**src/rtl/vga_scan_timing.sv**
```systemverilog
// -----------------------------------------------------------------------------
// vga_scan_timing
//
// Scan-timing generator for an 800x600@72 Hz VGA raster (pclk = 50 MHz with
// the default parameters). A pixel counter (hcnt) and a line counter (vcnt)
// walk the raster. Two small phase sequencers track SYNC / BACK PORCH /
// ACTIVE / FRONT PORCH for each axis. Every output is registered from the
// *next* counter and phase values, so in any cycle each output is the decode
// of the hcnt/vcnt shown in that same cycle. There is no skew between the
// outputs.
//
// Ports
//   pclk        in   pixel clock
//   rstn        in   synchronous, active-low reset
//   hs, vs      out  sync pulses to the connector (polarity set by HSPOL/VSPOL)
//   hen, ven    out  horizontal / vertical active-window flags
//   hcnt        out  [10:0] pixel position in line, 0..HT-1
//   vcnt        out  [9:0]  line position in frame, 0..VT-1
//   px, py      out  active-area coordinates, 0 outside the active area
//   line_start  out  one-cycle pulse while hcnt==0
//   frame_start out  one-cycle pulse while hcnt==0 && vcnt==0
//   h_phase     out  [1:0] horizontal sequencer state (debug)
//   v_phase     out  [1:0] vertical sequencer state (debug)
//                    encoding: 0=SYNC, 1=BACK PORCH, 2=ACTIVE, 3=FRONT PORCH
//
// Reset loads the last position of the frame (hcnt=HT-1, vcnt=VT-1). The first
// edge after release therefore starts a fresh frame at (0,0).
// -----------------------------------------------------------------------------
module vga_scan_timing #(
  parameter int HSW   = 120,
  parameter int HBP   = 64,
  parameter int HEN   = 800,
  parameter int HFP   = 56,
  parameter int VSW   = 6,
  parameter int VBP   = 23,
  parameter int VEN   = 600,
  parameter int VFP   = 37,
  parameter bit HSPOL = 1'b1,
  parameter bit VSPOL = 1'b1
) (
  input  logic        pclk,
  input  logic        rstn,
  output logic        hs,
  output logic        vs,
  output logic        hen,
  output logic        ven,
  output logic [10:0] hcnt,
  output logic [9:0]  vcnt,
  output logic [10:0] px,
  output logic [9:0]  py,
  output logic        line_start,
  output logic        frame_start,
  output logic [1:0]  h_phase,
  output logic [1:0]  v_phase
);

  localparam int HT = HSW + HBP + HEN + HFP;
  localparam int VT = VSW + VBP + VEN + VFP;

  // Phase boundary positions on each axis.
  localparam logic [10:0] H_LAST   = 11'(HT - 1);
  localparam logic [10:0] H_BP_AT  = 11'(HSW);
  localparam logic [10:0] H_ACT_AT = 11'(HSW + HBP);
  localparam logic [10:0] H_FP_AT  = 11'(HSW + HBP + HEN);

  localparam logic [9:0]  V_LAST   = 10'(VT - 1);
  localparam logic [9:0]  V_BP_AT  = 10'(VSW);
  localparam logic [9:0]  V_ACT_AT = 10'(VSW + VBP);
  localparam logic [9:0]  V_FP_AT  = 10'(VSW + VBP + VEN);

  typedef enum logic [1:0] {
    PH_SYNC = 2'd0,
    PH_BP   = 2'd1,
    PH_ACT  = 2'd2,
    PH_FP   = 2'd3
  } phase_t;

  phase_t      h_state, h_next;
  phase_t      v_state, v_next;
  logic [10:0] hcnt_next;
  logic [9:0]  vcnt_next;
  logic        h_wrap;
  logic        act_next;

  assign h_phase = h_state;
  assign v_phase = v_state;

  // Next raster position: the line counter steps on the same edge that
  // the pixel counter wraps.
  always_comb begin
    h_wrap    = (hcnt == H_LAST);
    hcnt_next = h_wrap ? 11'd0 : hcnt + 11'd1;
    vcnt_next = vcnt;
    if (h_wrap) begin
      vcnt_next = (vcnt == V_LAST) ? 10'd0 : vcnt + 10'd1;
    end
  end

  // Phase sequencers. They change only when the next count lands on a phase
  // boundary, so each one stays equal to the decode of its counter. All
  // boundaries are distinct because every field is at least 1.
  always_comb begin
    h_next = h_state;
    if (hcnt_next == 11'd0)         h_next = PH_SYNC;
    else if (hcnt_next == H_BP_AT)  h_next = PH_BP;
    else if (hcnt_next == H_ACT_AT) h_next = PH_ACT;
    else if (hcnt_next == H_FP_AT)  h_next = PH_FP;

    v_next = v_state;
    if (h_wrap) begin
      if (vcnt_next == 10'd0)         v_next = PH_SYNC;
      else if (vcnt_next == V_BP_AT)  v_next = PH_BP;
      else if (vcnt_next == V_ACT_AT) v_next = PH_ACT;
      else if (vcnt_next == V_FP_AT)  v_next = PH_FP;
    end

    act_next = (h_next == PH_ACT) && (v_next == PH_ACT);
  end

  // Counter and sequencer state. HT-1 and VT-1 always fall in the front
  // porches, so reset loads both sequencers with FP.
  always_ff @(posedge pclk) begin
    if (!rstn) begin
      hcnt    <= H_LAST;
      vcnt    <= V_LAST;
      h_state <= PH_FP;
      v_state <= PH_FP;
    end else begin
      hcnt    <= hcnt_next;
      vcnt    <= vcnt_next;
      h_state <= h_next;
      v_state <= v_next;
    end
  end

  // Output registers, decoded from next-state values so they line up with
  // the counters above. vs follows v_next, which only moves while the pixel
  // counter wraps. As a result, vs only changes on the edge into hcnt==0.
  always_ff @(posedge pclk) begin
    if (!rstn) begin
      hs          <= ~HSPOL;
      vs          <= ~VSPOL;
      hen         <= 1'b0;
      ven         <= 1'b0;
      px          <= 11'd0;
      py          <= 10'd0;
      line_start  <= 1'b0;
      frame_start <= 1'b0;
    end else begin
      hs          <= (h_next == PH_SYNC) ? HSPOL : ~HSPOL;
      vs          <= (v_next == PH_SYNC) ? VSPOL : ~VSPOL;
      hen         <= (h_next == PH_ACT);
      ven         <= (v_next == PH_ACT);
      px          <= act_next ? (hcnt_next - H_ACT_AT) : 11'd0;
      py          <= act_next ? (vcnt_next - V_ACT_AT) : 10'd0;
      line_start  <= (hcnt_next == 11'd0);
      frame_start <= (hcnt_next == 11'd0) && (vcnt_next == 10'd0);
    end
  end

endmodule

```
**config.mk**
```make
export PLATFORM = sky130hd
export DESIGN_NAME = vga_scan_timing
export DESIGN_NICKNAME = d
export VERILOG_FILES = /design/src/rtl/vga_scan_timing.sv
export SDC_FILE = /design/constraint.sdc
export NUM_CORES = 1
export LEC_CHECK = 0
export ABC_AREA = 1
export CORE_MARGIN = 1
export CORE_UTILIZATION = 30
export CTS_CLUSTER_DIAMETER = 60
export DETAILED_ROUTE_END_ITERATION = 12
export HOLD_SLACK_MARGIN = 0.12
export PLACE_DENSITY_LB_ADDON = 0.2
export SKIP_LAST_GASP = 1
export SYNTH_ARGS = -nofsm -noshare
export SYNTH_HDL_FRONTEND = slang
export SYNTH_SLANG_ARGS = --single-unit
```
**constraint.sdc**
```tcl
create_clock -name pclk -period 2.7 [get_ports pclk]
set_input_delay 0.54 -clock pclk [delete_from_list [all_inputs] [get_ports pclk]]
set_output_delay 0.54 -clock pclk [all_outputs]
set_load 0.02 [all_outputs]
```
# After elaboration in Yosys (flattened, before gate mapping)
# Index checks and enable logic that the tools add are counted.
# Widths: inputs -> output; s select.
# op_classes
mux	14
n_addsub	4
n_eq_ne	10
n_reduce_logical	7
# op_table
operator	count
$eq 10x10->1 const B	2
$mux 10	2
$mux 2	9
$add 11x1->11 const B	1
$eq 11x10->1 const B	1
$eq 11x11->1 const B	1
$eq 11x7->1 const B	1
$eq 11x8->1 const B	1
$logic_not 11->1	1
$mux 11	1
$sub 11x8->11 const B	1
$add 10x1->10 const B	1
$eq 10x3->1 const B	1
$eq 10x5->1 const B	1
$logic_not 10->1	1
$sub 10x5->10 const B	1
$eq 2x2->1 const B	2
$logic_not 2->1	2
$logic_and 1x1->1	2
$mux 1	2
$reduce_and 2->1	1
# word_totals
ff_bits	52
inputBits	2
wordCells	47

# Depth between registers and ports, before layout
# Gate-level depths: netlist of run 1.
# logic_depth
word_depth	12
depth_mapped	20
mapped_depth_nobuf	18

# Worst setup path after synthesis of run 1
# Ideal clock, no wire load.
# synth_timing
path_type	flip-flop to flip-flop
start	reg hcnt[0]
end	reg px[2]
path_slack_ns	-0.091
period_less_slack_ns	2.791
setup_ns	0.062
t_required_ns	2.638
t_arrival_ns	2.729
n_path_buf	2
stages_incl_launch_ff	21
cell_sequence	dfxtp_1 -> ha_1 -> buf_6 -> nand2_4 -> nor2_8 -> nand3_2 -> nor2_4 -> nand3_1 -> o21ai_0 -> inv_1 -> ha_1 -> nand3_1 -> nor2_1 -> nand2_1 -> nand3_1 -> nand2_1 -> nand2_2 -> inv_2 -> nand4_4 -> buf_6 -> nor2_2
# synth_between
elab_chain_len	11
elab_cells_between_ends	26
classes_between	2 x add/sub; 9 x eq/ne; 11 x mux; 4 x reduce/logical
# synth_lines
item	line_no	text
start: declaration	47	output logic [10:0] hcnt,
start signal: assignment	129	hcnt <= hcnt_next;
$eq 11x11->1 (*)	91	h_wrap = (hcnt == H_LAST);
$mux 10 (*)	94	if (h_wrap) begin
via vcnt_next[0]	81	logic [9:0] vcnt_next;
$eq 10x10->1	114	else if (vcnt_next == V_FP_AT) v_next = PH_FP;
$mux 2	114	
$mux 2	113	else if (vcnt_next == V_ACT_AT) v_next = PH_ACT;
$mux 2	112	else if (vcnt_next == V_BP_AT) v_next = PH_BP;
$mux 2 (*)	111	if (vcnt_next == 10'd0) v_next = PH_SYNC;
$mux 2 (*)	110	if (h_wrap) begin
$eq 2x2->1 (*)	117	act_next = (h_next == PH_ACT) && (v_next == PH_ACT);
$logic_and 1x1->1 (*)	117	
$reduce_and 2->1 (no source line) (*)	-	
end signal: assignment	154	px <= act_next ? (hcnt_next - H_ACT_AT) : 11'd0;
end: declaration	49	output logic [10:0] px,
# The timed path passes the listed nets; every way through them passes the cells marked *.
# A chain may end at the register's enable or synchronous reset.

# Final worst setup path of run 1
# layout_timing
start	reg hcnt[0]
end	reg py[0]
# layout_between
elab_chain_len	11
elab_cells_between_ends	26
classes_between	2 x add/sub; 9 x eq/ne; 11 x mux; 4 x reduce/logical
# layout_lines
item	line_no	text
$eq 11x11->1 (*)	91	
$mux 10 (*)	94	
via vcnt_next[1]	81	
$eq 10x10->1	114	
$mux 2	114	
$mux 2	113	
$mux 2	112	
$mux 2 (*)	111	
$mux 2 (*)	110	
$eq 2x2->1 (*)	117	
$logic_and 1x1->1 (*)	117	
$reduce_and 2->1 (no source line) (*)	-	
end signal: assignment	155	py <= act_next ? (vcnt_next - V_ACT_AT) : 10'd0;
end: declaration	50	output logic [9:0] py,
# Marked as above.

==> Implementation_results.wiki, run 1 <==
{| class="wikitable"
! Metric !! Value
|-
| Cell at the root of the clock tree || sky130_fd_sc_hd__clkbuf_8
|-
| Dpl hpwl || between 5 and 6 mm
|-
| Initial Util || 31.3%
|-
| Insertion delay to the later sink of the worst-skew pair || about 0.3 ns
|-
| Most common cell on crit path || sky130_fd_sc_hd__nand2_1
|-
| Post-route cell area || 3920 µm²
|-
| Global-route wire length before repair || between 10 and 15 mm
|-
| Layout Cells excl Fill || 641
|-
| Simple-gate portion of the synthesized area || a little over two fifths
|-
| Most used flip-flop cell after synthesis || sky130_fd_sc_hd__dfxtp_1
|-
| Most area-consuming cells after synthesis || sky130_fd_sc_hd__dfxtp_1 36%, sky130_fd_sc_hd__nand2_1 15%, sky130_fd_sc_hd__inv_1 8.2%
|-
| Final worst hold slack || 0.631 ns
|-
| Combinational family with the most area after synthesis || simple AND/OR/NAND/NOR gates
|-
| Type of element launching the critical path || register
|-
| F_max || just under 400 MHz
|-
| Max Cap Viol || 0
|-
| Aggregate global routing overflow || 0
|-
| Count of nets after finishing || between 500 and 600
|-
| Die Area || between 10000 and 15000 µm²
|-
| Cell breakdown of the critical path || ha_4 -> nand2_4 -> nor2_8 -> nand3_2 -> nor2_4 -> nand3b_1 -> nand2_2 -> inv_1 -> ha_1 -> nand3_1 -> nor2_1 -> nand3_1 -> nand2_1 -> nand2_1 -> nand2_1 -> nand2_2 -> nand4_4 -> buf_8 -> nor2_2
|-
| Cell Area, Placed || ~3700 µm²
|-
| Post-Route Setup TNS || 0 ns
|-
| Iteration-0 DRC Markers || 85
|-
| Aggregate global-route resource usage || 15.5%
|-
| Transition time at the pin with the least slew margin || around 0.43 ns
|-
| Number of warning messages in the yosys log || 0
|-
| Worst stage delay on the critical path || 0.36 ns
|-
| Total vias in the final route || 2825
|-
| Final standard cell utilization of the core || 42.1%
|-
| Highest metal layer with signal wires || met4
|-
| TritonCTS clock tree || yes
|-
| Aggregate routed wire length || between 7 and 8 mm
|-
| Critical path's slowest cell || sky130_fd_sc_hd__dfxtp_2
|-
| Setup clock skew after layout || between 0.007 and 0.008 ns
|-
| Vias in the first global route || roughly 2.6k
|-
| Remaining antenna violation count after routing || 0
|-
| Average via count per standard cell || roughly 4.4
|-
| Proportion of synthesized area in mux cells || 0%
|-
| Routability congestion estimate from global placement || around 0.9
|-
| Cell variety after synth || 31
|-
| Clock buffer count from CTS || 5
|-
| Largest net degree at the start of global routing || 15
|-
| WP data required || 2.94 ns
|-
| Port bufs || between 50 and 60
|-
| Most common cell in the netlist || sky130_fd_sc_hd__nand2_1
|-
| Hold Crit Class || reg -> reg
|-
| Placed Instances || 628
|-
| Complex-gate fraction of the synthesized area || 2.96%
|-
| Antenna Diode Count || 0
|-
| Signal arrival time at the worst endpoint || around 2.8 ns
|-
| Total setup violations reported at the end of the flow || 0
|-
| Syn Std Cell Area || ~2900 µm²
|-
| Cell taking the most area after synthesis || sky130_fd_sc_hd__dfxtp_1
|-
| Routed wire length on met3 || 298 µm
|-
| Die Width || just over 100 µm
|-
| Result of the run || finished, final reports clean
|-
| Period utilisation layout || between 90% and 100%
|-
| Commonest cells post-synth || 120 x sky130_fd_sc_hd__nand2_1, 64 x sky130_fd_sc_hd__inv_1, 58 x sky130_fd_sc_hd__nor2_1
|-
| Synth top area share || 35.7%
|-
| Met2 Wirelength || between 3 and 4 mm
|-
| Number of remaining DRC errors || 0
|-
| Post-route minimum period || ~2.5 ns
|-
| Initial antenna violation count || 0
|-
| Layout cells sized above 1 || between 15 and 20%
|-
| Clk pin slew, worst setup/hold paths || approximately 0.09 ns
|-
| Final hold violations || 0
|-
| Total clock sinks || 52
|-
| Maximum level of the CTS H-tree || 2
|-
| Clock buffer depth || 2
|-
| Sequential cell area fraction in the yosys report || between 30% and 40%
|-
| I/O pins || 54
|-
| EDFF count, synth || 0
|-
| Peak supply drop || roughly 640 µV
|-
| Cell leakage power || roughly 0.002 µW
|-
| Fraction of registers with async set or reset after synthesis || 0%
|-
| DR WL/cell || approximately 12 µm
|-
| Unrepaired setup endpoints after global routing || false
|-
| Die Span Y || ~100 µm
|-
| Capturing element type of the critical path || register
|-
| Gate count of the mapped netlist || ~430
|-
| Number of buffers added to fix hold violations after cts || 0
|-
| Register bit total from synthesis || 52
|-
| Path type of the worst setup path || reg -> reg
|-
| Net count after synthesis || 444
|-
| Share of synthesized cell area in full adder, half adder and majority cells || 3.86%
|-
| Max FO, Critical Path || 10
|-
| Number of search-and-repair iterations in the first detailed-routing pass || 4
|-
| Core box area || ~9300 µm²
|-
| Avg Inst Size Synth || just under 7 µm²
|-
| Std-Cell Rows || 35
|-
| Max Slew Vio Count || 0
|-
| Post-synthesis to final-layout area growth || 34.5%
|-
| Post-synthesis xor/xnor area fraction || 3.61%
|-
| Power density over the cells || around 1100 nW/µm²
|-
| Headroom to the max-slew limit || 71.0%
|-
| Met1 Routed Length || about 3.5 mm
|}
==> registers in the layout (all words and copies together) (netlist names) <==
register / cells
ven: 1
hcnt: 11
frame_start: 1
vcnt: 10
hs: 1
hen: 1
px: 11
h_phase: 2
line_start: 1
vs: 1
v_phase: 2
py: 10
==> layout by cell type, fill, tap and decap left out, types with 4 or more instances in the layout <==
master / n
sky130_fd_sc_hd__buf_4: 26
sky130_fd_sc_hd__clkbuf_8: 5
sky130_fd_sc_hd__clkdlybuf4s50_1: 53
sky130_fd_sc_hd__dfxtp_1: 50
sky130_fd_sc_hd__ha_1: 8
sky130_fd_sc_hd__inv_1: 63
sky130_fd_sc_hd__nand2_1: 117
sky130_fd_sc_hd__nand2_2: 6
sky130_fd_sc_hd__nand3_1: 44
sky130_fd_sc_hd__nand4_1: 6
sky130_fd_sc_hd__nor2_1: 53
sky130_fd_sc_hd__nor2_2: 30
sky130_fd_sc_hd__nor2_4: 4
sky130_fd_sc_hd__xor2_1: 10
==> final timing paths <==
path,startpoint,to,slack [ns],depth (start not counted)
setup / recovery,hcnt[0],py[0],0.17,19
hold / removal,v_phase[1],ven,0.63,4
setup reg to reg,hcnt[0],py[0],0.17,19
hold reg to reg,v_phase[1],ven,0.63,4
==> where the power goes <==
group          internal, µW  total, µW  switching (µW)
clock network           267        515             249
logic                  1070       2800            1730
registers               899       1010             115
total                  2240       4330            2090
==> cells by family after synthesis <==
kind of cell    count (synthesis)
xor+xnor                       12
compound gates                 13
simple gates                  273
buf+inv                        74
flops                          52
fa+ha+maj                       9
==> layout make-up <==
| type | count | area, µm² |
|---|---|---|
| clock inverters | 1 | 30.0 |
| fillers | 999 | 5410 |
| well taps | 129 | 161 |
| clock buffers | 5 | 68.8 |
| multi-input cells | 307 | 1620 |
| flip-flops and latches | 52 | 1040 |
| repair buffers | 81 | 752 |
| inverters | 66 | 248 |
==> routing by layer <==
metal,vias up,global-route usage (%)
li1,1481,-
met1,1265,19.4
met2,69,27.4
met3,10,2.36
met4,0,4.57
met5,-,0
==> through the flow <==
stage                     worst slack [ns]  power [µW]
after floorplan                     0.0539        2820
after global placement              0.0725        3660
after detailed placement            0.0661        3640
after CTS                           0.0258        4160
after global routing               0.00104        4730
final                                0.165        4330
==> what timing repair did <==
item,CTS,global route
setup buffers,0,7
gates resized for setup,0,19
endpoints found under the setup margin,0,23
==> worst max-delay path: cells and delay by family, from the launching register on <==
kind / cells / cell delay, ns
adder cells (fa/ha/maj): 2 / 0.37
buffers and inverters: 2 / 0.27
flip-flops: 1 / 0.36
AND/OR/NAND/NOR: 15 / 1.47
No activity file was read; power rests on OpenSTA's default activity.
==> run 2, diff against run 1 <==
--- a/config.mk
+++ b/config.mk
@@ -7,11 +7,12 @@
 export LEC_CHECK = 0
 export ABC_AREA = 1
 export CORE_MARGIN = 1
-export CORE_UTILIZATION = 30
+export CORE_UTILIZATION = 37
 export CTS_CLUSTER_DIAMETER = 60
 export DETAILED_ROUTE_END_ITERATION = 12
 export HOLD_SLACK_MARGIN = 0.12
 export PLACE_DENSITY_LB_ADDON = 0.2
+export REMOVE_ABC_BUFFERS = 1
 export SKIP_LAST_GASP = 1
 export SYNTH_ARGS = -nofsm -noshare
 export SYNTH_HDL_FRONTEND = slang
==> constraint.sdc (replaced) <==
create_clock -name pclk -period 2.7 [get_ports pclk]
set_input_delay 0.54 -clock pclk [delete_from_list [all_inputs] [get_ports pclk]]
set_output_delay 0.54 -clock pclk [all_outputs]
set_load 0.1 [all_outputs]
==> run 2 against run 1 <==
  * Count of clock-buffer cells in the layout unchanged
  * Flip-flop and latch count unchanged
  * Register-to-register slack got worse by 0.09 ns
  * Critical endpoint unchanged
==> Implementation_results.wiki, run 2 (synthesized netlist as in run 1, its figures left out) <==
{| class="wikitable"
! Metric !! Value
|-
| Sequential group share of total power || approximately 18%
|-
| I/O pins || 54
|-
| Capturing element type of the critical path || register
|-
| Total setup violations reported at the end of the flow || 0
|-
| Cell leakage power || between 0.002 and 0.0025 µW
|-
| GR Util met3 || 3.54%
|-
| Placed Instances || just over 600
|-
| Number of buffers added to fix hold violations after cts || 0
|-
| Iteration-0 DRC Markers || 81
|-
| Reg2Reg Depth || 19
|-
| Filler Cell Count || approximately 790
|-
| F_max || 381 MHz
|-
| Total clock sinks || 52
|-
| WP data required || 2.95 ns
|-
| Count of nets after finishing || 534
|-
| Cell at the root of the clock tree || sky130_fd_sc_hd__clkbuf_8
|-
| Layout Cells excl Fill || 626
|-
| Net switching share of the total power || between 50% and 60%
|-
| Clk pwr share || 11.5%
|-
| Power density over the cells || 1360 nW/µm²
|-
| Largest net degree at the start of global routing || 18
|-
| Result of the run || finished, final reports clean
|-
| Post-route cell area || 4090 µm²
|-
| Worst-case register-to-register setup slack || about 0.079 ns
|-
| Number of search-and-repair iterations in the first detailed-routing pass || 4
|-
| Registers with the highest flip-flop counts || hcnt (11), px (11)
|-
| Routing usage on met2 || 32.9%
|-
| Global-route wire length before repair || about 12 mm
|-
| Headroom to the max-slew limit || between 70% and 80%
|-
| Post-route minimum period || between 2 and 3 ns
|-
| WHS Path Cells || 4
|-
| Aggregate routed wire length || approximately 7.8 mm
|-
| Die Width || 90.8 µm
|-
| Transition time at the pin with the least slew margin || around 0.41 ns
|-
| Vias in the first global route || around 2.6k
|-
| Die Span Y || around 90 µm
|-
| Port bufs || 53
|-
| Routability congestion estimate from global placement || about 0.9
|-
| Final hold violations || 0
|-
| DR WL/cell || around 12 µm
|-
| Dpl hpwl || roughly 5.7 mm
|-
| Period utilisation layout || a little under 100%
|-
| Remaining antenna violation count after routing || 0
|-
| Total vias in the final route || 2937
|-
| Clock buffer count from CTS || 5
|-
| Smallest setup slack after layout || 0.0786 ns
|-
| Aggregate global-route resource usage || roughly a fifth
|-
| Met1 capacity usage during global routing || a little under a quarter
|-
| Clk pin slew, worst setup/hold paths || around 0.10 ns
|-
| Average via count per standard cell || about 4.7
|-
| Dpl ws || 0.0562 ns
|-
| Most frequent standard cell in the layout excluding fill and tap cells || sky130_fd_sc_hd__nand2_1
|-
| Crit Reg-Reg Startpoint || hcnt[1]
|-
| Initial Util || between 30 and 40%
|-
| Clock buffer depth || 2
|-
| TritonCTS clock tree || yes
|-
| Comb pwr share || between 70 and 80%
|-
| Unrepaired setup endpoints after global routing || true
|-
| Combined area of the multi-input logic cells || 1780 µm²
|-
| Layout cells sized above 1 || roughly 33%
|-
| Busiest grt layer || met2
|-
| Post-synthesis to final-layout area growth || 40.3%
|-
| Max FO, Critical Path || 6
|-
| Final worst hold slack || approximately 0.64 ns
|-
| Initial antenna violation count || 0
|-
| Internal power summed over all cells || roughly 2500 µW
|-
| Aggregate global routing overflow || 0
|-
| Die Area || 8240 µm²
|-
| Max Slew Vio Count || 0
|-
| Hold wc startpoint || v_phase[1]
|-
| Core box area || between 7000 and 8000 µm²
|-
| Std-Cell Rows || 32
|-
| Max Cap Viol || 0
|-
| Antenna Diode Count || 0
|-
| Type of element launching the critical path || register
|-
| Path type of the worst setup path || reg -> reg
|-
| Hold Crit Class || reg -> reg
|-
| Area used by sequential logic in the layout || approximately 1000 µm²
|-
| Reg-to-reg critical path endpoint || py[0]
|-
| Cell Area, Placed || roughly 3600 µm²
|-
| Signal arrival time at the worst endpoint || approximately 2.9 ns
|-
| Switch Pwr || just over 3000 µW
|-
| Insertion delay to the later sink of the worst-skew pair || 0.30 ns
|-
| Number of remaining DRC errors || 0
|-
| Top library cells by usage in the layout, fill and taps aside || 112 x sky130_fd_sc_hd__nand2_1, 85 x sky130_fd_sc_hd__buf_4, 62 x sky130_fd_sc_hd__inv_1, 51 x sky130_fd_sc_hd__nor2_1, 48 x sky130_fd_sc_hd__dfxtp_1
|-
| Peak supply drop || 1030 µV
|-
| Setup clock skew after layout || between 0.003 and 0.004 ns
|-
| Maximum level of the CTS H-tree || 2
|-
| Worst hold endpoint || ven
|}
[run 2: cell types whose count changed in the layout (fill, tap and decap cells not counted), moves of 3 or more]
cell,previous run,this run
sky130_fd_sc_hd__nand3_1,44,40
sky130_fd_sc_hd__nor2_4,4,19
sky130_fd_sc_hd__nand2_2,6,11
sky130_fd_sc_hd__ha_1,8,5
sky130_fd_sc_hd__nand2_1,117,112
sky130_fd_sc_hd__ha_4,1,4
sky130_fd_sc_hd__buf_4,26,85
sky130_fd_sc_hd__nor2_2,30,17
sky130_fd_sc_hd__clkdlybuf4s50_1,53,1
sky130_fd_sc_hd__nand3_2,3,7
[run 2: how the worst max path moves through the flow]
| stage | endpoint | depth (start not counted) | slack [ns] | from |
|---|---|---|---|---|
| after floorplan | py[3] | 18 | -0.99 | hcnt[0] |
| after global placement | py[3] | 18 | 0.15 | hcnt[0] |
| after detailed placement | py[3] | 19 | 0.06 | hcnt[0] |
| after CTS | py[3] | 19 | 0.03 | hcnt[0] |
| after global routing | py[8] | 19 | -0.08 | hcnt[1] |
| final | py[0] | 19 | 0.08 | hcnt[1] |
[run 2: final cells by class]
| cell class | count | share of cell area, % |
|---|---|---|
| Timing Repair Buffer | 91 | 18.3 |
| Tap cell | 102 | 3.12 |
| Clock inverter | 3 | 1.68 |
| Inverter | 66 | 6.06 |
| Multi-Input combinational cell | 307 | 43.5 |
| Sequential cell | 52 | 25.6 |
| Clock buffer | 5 | 1.68 |
[run 2: layer usage]
layer	vias to the layer above	wire (µm)
met5	-	0
met4	0	82
met3	9	359
met2	78	3960
met1	1346	3360
li1	1504	-
[run 2: power by group through the flow]
| stage | logic (µW) | registers, µW | clock network, µW |
|---|---|---|---|
| after detailed placement | 3360 | 1010 | 0 |
| after floorplan | 1560 | 2010 | 0 |
| final | 3910 | 996 | 637 |
| after global routing | 4250 | 1010 | 695 |
| after CTS | 3380 | 991 | 666 |
| after global placement | 3380 | 1010 | 0 |
[run 2: per-stage QoR]
| step | total power (µW) | setup TNS, ns | util [%] |
|---|---|---|---|
| 2_1_floorplan | 3570 | -23.40 | - |
| 6_report | 5540 | 0 | 53.2 |
| 4_1_cts | 5040 | 0 | 48.5 |
| 3_3_place_gp | 4390 | 0 | 46.7 |
| 3_5_place_dp | 4370 | 0 | 46.7 |
| 5_1_grt | 5960 | -1.52 | 53.2 |
[run 2: critical path: stages (launching register included)]
cell and delay [ns]:
sky130_fd_sc_hd__dfxtp_2 0.36, sky130_fd_sc_hd__ha_4 0.16, sky130_fd_sc_hd__nand2_4 0.07, sky130_fd_sc_hd__nor2_8 0.14, sky130_fd_sc_hd__nand3_2 0.09, sky130_fd_sc_hd__nor2_4 0.23
sky130_fd_sc_hd__nand3_2 0.14, sky130_fd_sc_hd__o21ai_4 0.11, sky130_fd_sc_hd__inv_2 0.10, sky130_fd_sc_hd__ha_4 0.17, sky130_fd_sc_hd__nand3_2 0.07, sky130_fd_sc_hd__nor2_2 0.05
sky130_fd_sc_hd__nand2_2 0.08, sky130_fd_sc_hd__nand3_2 0.07, sky130_fd_sc_hd__nand2_2 0.07, sky130_fd_sc_hd__nand2_2 0.07, sky130_fd_sc_hd__inv_2 0.09, sky130_fd_sc_hd__nand4_4 0.20
sky130_fd_sc_hd__clkbuf_16 0.24, sky130_fd_sc_hd__nor2_4 0.07
[run 2: repair_timing]
action                                 CTS  global route
setup buffers                            0            12
resized for setup                        0            56
setup endpoints to repair                0            23
endpoints found under the hold margin    0             0
==> run 3, diff against run 2 <==
--- a/config.mk
+++ b/config.mk
@@ -6,6 +6,7 @@
 export NUM_CORES = 1
 export LEC_CHECK = 0
 export ABC_AREA = 1
+export CAP_MARGIN = 0
 export CORE_MARGIN = 1
 export CORE_UTILIZATION = 37
 export CTS_CLUSTER_DIAMETER = 60
==> results of run 3 <==
Final layout, timing and power as in run 2 (identical DEF).
